File: src/rtl/jk_excite_pkg.sv
// Shared definitions for the JK excitation controller: FSM encoding,
// the per-bit excitation table and a popcount helper.
package jk_excite_pkg;

  localparam logic [2:0] IDLE  = 3'd0;
  localparam logic [2:0] DRIVE = 3'd1;
  localparam logic [2:0] APPLY = 3'd2;
  localparam logic [2:0] CHECK = 3'd3;
  localparam logic [2:0] DONE  = 3'd4;

  // Returns {J,K} steering q_bit to t_bit; don't-cares resolve to tog.
  function automatic logic [1:0] excite(input logic q_bit, input logic t_bit, input logic tog);
    logic [1:0] jk;
    unique case ({q_bit, t_bit})
      2'b00:   jk = {1'b0, tog};
      2'b01:   jk = {1'b1, tog};
      2'b10:   jk = {tog, 1'b1};
      default: jk = {tog, 1'b0};
    endcase
    return jk;
  endfunction

  function automatic int unsigned popcount(input logic [31:0] v);
    int unsigned cnt;
    cnt = 0;
    for (int i = 0; i < 32; i++) begin
      if (v[i]) cnt++;
    end
    return cnt;
  endfunction

endpackage

File: src/rtl/jk_bit_ff.sv
// Single JK flip-flop with asynchronous active-high reset to 0.
module jk_bit_ff (
  input  logic i_clk,
  input  logic i_rst,
  input  logic i_j,
  input  logic i_k,
  output logic o_q
);

  logic r_q;

  always_ff @(posedge i_clk or posedge i_rst) begin
    if (i_rst) begin
      r_q <= 1'b0;
    end else begin
      case ({i_j, i_k})
        2'b01:   r_q <= 1'b0;
        2'b10:   r_q <= 1'b1;
        2'b11:   r_q <= ~r_q;
        default: r_q <= r_q;
      endcase
    end
  end

  assign o_q = r_q;

endmodule

File: src/rtl/jk_excite_ctrl.sv
// Steers an internal JK bank to a requested state word via the excitation
// table, exposes the J/K drive, and reports match/bit-change count.
module jk_excite_ctrl
  import jk_excite_pkg::*;
#(
  parameter int unsigned WIDTH    = 4,
  parameter bit          TOGGLE_X = 1'b0,
  localparam int unsigned CW      = $clog2(WIDTH + 1)
) (
  input  logic             i_clk,
  input  logic             i_rst,
  input  logic             i_tgt_valid,
  input  logic [WIDTH-1:0] i_tgt_data,
  output logic             o_tgt_ready,
  output logic [WIDTH-1:0] o_j_out,
  output logic [WIDTH-1:0] o_k_out,
  output logic [WIDTH-1:0] o_q,
  output logic             o_busy,
  output logic             o_done,
  output logic             o_match,
  output logic [CW-1:0]    o_changed
);

  logic [2:0]       r_state;
  logic [2:0]       w_state_nxt;
  logic [WIDTH-1:0] r_tgt;
  logic [WIDTH-1:0] r_q_old;
  logic [WIDTH-1:0] r_j;
  logic [WIDTH-1:0] r_k;
  logic             r_match;
  logic [CW-1:0]    r_changed;
  logic [WIDTH-1:0] w_q;
  logic [WIDTH-1:0] w_exc_j;
  logic [WIDTH-1:0] w_exc_k;

  // J/K are zero outside APPLY, so the bank holds in every other cycle.
  for (genvar gi = 0; gi < WIDTH; gi++) begin : g_bank
    assign {w_exc_j[gi], w_exc_k[gi]} = excite(w_q[gi], r_tgt[gi], TOGGLE_X);

    jk_bit_ff u_ff (
      .i_clk (i_clk),
      .i_rst (i_rst),
      .i_j   (r_j[gi]),
      .i_k   (r_k[gi]),
      .o_q   (w_q[gi])
    );
  end

  always_comb begin
    w_state_nxt = r_state;
    case (r_state)
      IDLE:    if (i_tgt_valid) w_state_nxt = DRIVE;
      DRIVE:   w_state_nxt = APPLY;
      APPLY:   w_state_nxt = CHECK;
      CHECK:   w_state_nxt = DONE;
      default: w_state_nxt = IDLE;
    endcase
  end

  always_ff @(posedge i_clk or posedge i_rst) begin
    if (i_rst) begin
      r_state   <= IDLE;
      r_tgt     <= '0;
      r_q_old   <= '0;
      r_j       <= '0;
      r_k       <= '0;
      r_match   <= 1'b0;
      r_changed <= '0;
    end else begin
      r_state <= w_state_nxt;
      case (r_state)
        IDLE: begin
          if (i_tgt_valid) begin
            r_tgt   <= i_tgt_data;
            r_q_old <= w_q;
          end
        end
        DRIVE: begin
          r_j <= w_exc_j;
          r_k <= w_exc_k;
        end
        APPLY: begin
          r_j <= '0;
          r_k <= '0;
        end
        CHECK: begin
          r_match   <= (w_q == r_tgt);
          r_changed <= CW'(popcount(32'(r_q_old ^ r_tgt)));
        end
        default: ;
      endcase
    end
  end

  assign o_tgt_ready = (r_state == IDLE);
  assign o_busy      = (r_state != IDLE);
  assign o_done      = (r_state == DONE);
  assign o_j_out     = r_j;
  assign o_k_out     = r_k;
  assign o_q         = w_q;
  assign o_match     = r_match;
  assign o_changed   = r_changed;

endmodule
File: config.mk
export PLATFORM = sky130hd
export DESIGN_NAME = jk_excite_ctrl
export DESIGN_NICKNAME = d
export VERILOG_FILES = /design/src/rtl/jk_excite_pkg.sv /design/src/rtl/jk_bit_ff.sv /design/src/rtl/jk_excite_ctrl.sv
export SDC_FILE = /design/constraint.sdc
export NUM_CORES = 1
export LEC_CHECK = 0
export BUFFER_PORTS_ARGS = -buffer_cell sky130_fd_sc_hd__buf_2
export CAP_MARGIN = 0
export CORE_ASPECT_RATIO = 0.8
export CORE_UTILIZATION = 59
export DETAILED_ROUTE_END_ITERATION = 6
export PLACE_DENSITY = 0.86
export RECOVER_POWER = 50
export SKIP_CTS_REPAIR_TIMING = 1
export SYNTH_ARGS = -nofsm -noshare
export SYNTH_HDL_FRONTEND = slang
export SYNTH_SLANG_ARGS = --single-unit
File: constraint.sdc
create_clock -name i_clk -period 3.6 [get_ports i_clk]
set_input_delay 0.36 -clock i_clk [delete_from_list [all_inputs] [get_ports i_clk]]
set_output_delay 0.36 -clock i_clk [all_outputs]
set_load 0.01 [all_outputs]
==> flow_summary.yaml <==
run_status:
  status: "completed"
pwr:
  p_leak_nw: 0.793
  switching_power_mw: 0.718
  clockPowerShare_pct: 8.0
  seqPwrFrac_pct: 37.7
  cellPowerDensity_nw_per_um2: 1040
  internal-power_mw: 0.901
  swShare_pct: 44.3
  ir_drop_uv: 553
  p_comb_share_pct: 54.4
synth:
  yosysWarningCount: 0
  syn_avg_cell_area_sq_um: 10.8
  yosys.cell_types.count: 27
  yosysTopAreaCell: "dfrtp_1"
  syn_area_sq_um: 1500
  synth.area.top_cells: "dfrtp_1, ha_1, a22o_1"
  synth_seq_cells: 27
  synth_top_cell_area_share_pct: 45.2
  syn_inst: 139
  syn_nets: 157
  ys_seq_area_share_pct: 45.2
sta:
  setup_violations: 0
  tns_ns: 0
  hold_viol_final: 0
  slew_headroom_pct: 33.1
  tightestPinTransition_ns: 1.00
  post-route-min-period_ns: 1.89
  rsz0062_at_grt: "no"
  max_freq_mhz: 528
  finClkSkew_ns: 0.00675
  fin_crit_sh_pct: 52.6
  slew_violations: 0
global_routing:
  track_usage_pct: 21.1
  overflow: 0
  grt_pass1_wl_mm: 4.20
  grt_pass1_vias: 914
  antenna_found_initial: 0
  grt_max_degree: 28
worst_setup_path:
  slowest_delay_ns: 0.43
  worst-path-buf-inv: 1
  cp_slowest_cell: "dfrtp_1"
  path_max_fanout: 3
  setup.worst_path.class: "reg -> reg"
  critPathTopFamily: "adder cells"
  crit_cells: 7
  arrival_ns: 2.11
  r2r_cells: 7
  worst_r2r_endpoint: "o_changed[1]$_DFFE_PP0N_"
  required_ns: 3.81
  worst_setup_path_end_kind: "flip-flop"
  path_cells: "xor2_1 > inv_1 > ha_1 > xnor2_1 > ha_1 > mux2i_1 > o21ai_0"
  cp-start-kind: "flip-flop"
  crit-reg2reg-launch: "r_tgt[1]$_DFFE_PP0P_"
  path_common_cell: "ha_1"
  rrSetupSlack_ns: 1.71
job:
  cap_viol_max_count: 0
clock_network:
  clk_root_buffer_cell: "clkbuf_4"
  clkLatencyLatePin_ns: 0.32
  cts_tree: "done"
  htreeDepth: 1
  path_clk_slew_ns: 0.14
  clockBufferDepth: 2
  clock-sinks: 27
  cts_buffers: 3
finish:
  post-route-util_pct: 68.3
  fillCellCount: 175
  layout_commonest_cell: "dfrtp_1"
  seqCellArea_sq_um: 676
  final_cell_mix: "dfrtp_1, buf_2, inv_1, a22o_1, nand2_1"
  fin_nets: 170
  fin_area_sq_um: 1550
  diodes: 0
  area_delta_synth_final_pct: 3.68
  multiInputGateArea_sq_um: 633
  layout-drive-gt1-share_pct: 21.9
min_path:
  hold_class: "in -> async"
floorplan:
  pin_count: 26
  num_rows: 15
  die_y_microns: 47.0
  design.core.area_sq_um: 2270
  die_w_microns: 58.3
  die-area_sq_um: 2740
  initial_core_util_pct: 65.9
drt:
  routed_wl_mm: 2.53
  post-route-drc-count: 0
  ant_nets: 0
  vias: 964
  first_pass_iters: 4
  drt_iter0_markers: 37
  wl_per_cell_microns: 13.7
  via_per_inst: 5.21
placed_design:
  dp_hpwl_mm: 1.91
  portBuffers: 25
  placed_cell_area_sq_um: 1530
  place_congestion: 0.854
-- worst reg2reg max path, stage by stage, from the launching register on --
cell and delay, ns:
dfrtp_1 0.43, xor2_1 0.21, inv_1 0.07, ha_1 0.30, xnor2_1 0.28, ha_1 0.31, mux2i_1 0.12, o21ai_0 0.08
-- logic make-up after synthesis --
kind of cell,count (synthesis),synth area share [%]
buffers and inverters,31,12.5
AO/OA/AOI/OAI,29,13.6
AND/OR/NAND/NOR,27,9.45
flip-flops,27,45.2
adder cells (fa/ha/maj),11,9.20
XOR/XNOR,8,5.18
multiplexers,6,4.85
-- layout make-up --
| cell class | count | share of cell area, % |
|---|---|---|
| Inverter | 14 | 3.39 |
| Sequential cell | 27 | 43.5 |
| Clock buffer | 4 | 1.69 |
| Timing Repair Buffer | 25 | 7.82 |
| Tap cell | 34 | 2.74 |
| Multi-Input combinational cell | 81 | 40.8 |
-- power by group through the flow --
stage                     Sequential (mW)  Clock [mW]  Combinational, mW
after global placement              0.601           0              0.817
after detailed placement            0.615           0              0.882
after CTS                           0.607       0.132              0.888
after floorplan                     0.541           0              0.793
after global routing                0.629       0.143              0.986
final                               0.610       0.129              0.880
-- sequential cells by signal, summed over array words and instances (netlist names) --
register and count:
r_tgt 4, r_q_old 4, o_changed 3, g_bank.u_ff.o_q 4
o_j_out 4, o_k_out 4, r_state 3, o_match 1
-- cells in the mapped netlist (all sizes together) --
master / n
and2: 1
nor3b: 1
dfrtp: 27
o21bai: 1
buf: 16
nand2b: 3
nand4: 1
nor2: 4
mux2i: 2
inv: 14
mux2: 4
nand3b: 2
o21ai: 13
ha: 11
nor3: 2
nand2: 13
xnor2: 6
a21oi: 1
xor2: 2
clkbuf: 1
a22o: 14
-- metrics by stage --
stage                     hold WS [ns]  instances  total power, mW  worst slack (ns)
after floorplan                  0.413        139             1.33              1.89
after global placement           0.460        181             1.42              1.84
after detailed placement         0.470        181             1.50              1.71
after CTS                        0.237        185             1.63              1.70
after global routing             0.236        185             1.76              1.57
final                            0.242        185             1.62              1.71
-- worst max path at each step --
stage                              start                  endpoint  slack [ns]
finish              r_tgt[1]$_DFFE_PP0P_  o_changed[1]$_DFFE_PP0N_        1.71
global route        r_tgt[1]$_DFFE_PP0P_  o_changed[2]$_DFFE_PP0N_        1.57
detailed placement  r_tgt[1]$_DFFE_PP0P_  o_changed[1]$_DFFE_PP0N_        1.71
global placement    r_tgt[1]$_DFFE_PP0P_  o_changed[2]$_DFFE_PP0N_        1.84
CTS                 r_tgt[1]$_DFFE_PP0P_  o_changed[2]$_DFFE_PP0N_        1.70
floorplan           r_tgt[1]$_DFFE_PP0P_  o_changed[2]$_DFFE_PP0N_        1.89
-- metal layers --
metal	vias to the layer above	global-route usage (%)	share of wire, %
met4	0	3.33	0
li1	475	-	-
met3	0	5.23	3.3
met5	-	0	0
met1	463	27.1	48
met2	26	37.9	48
No activity file was read; power rests on OpenSTA's default activity.
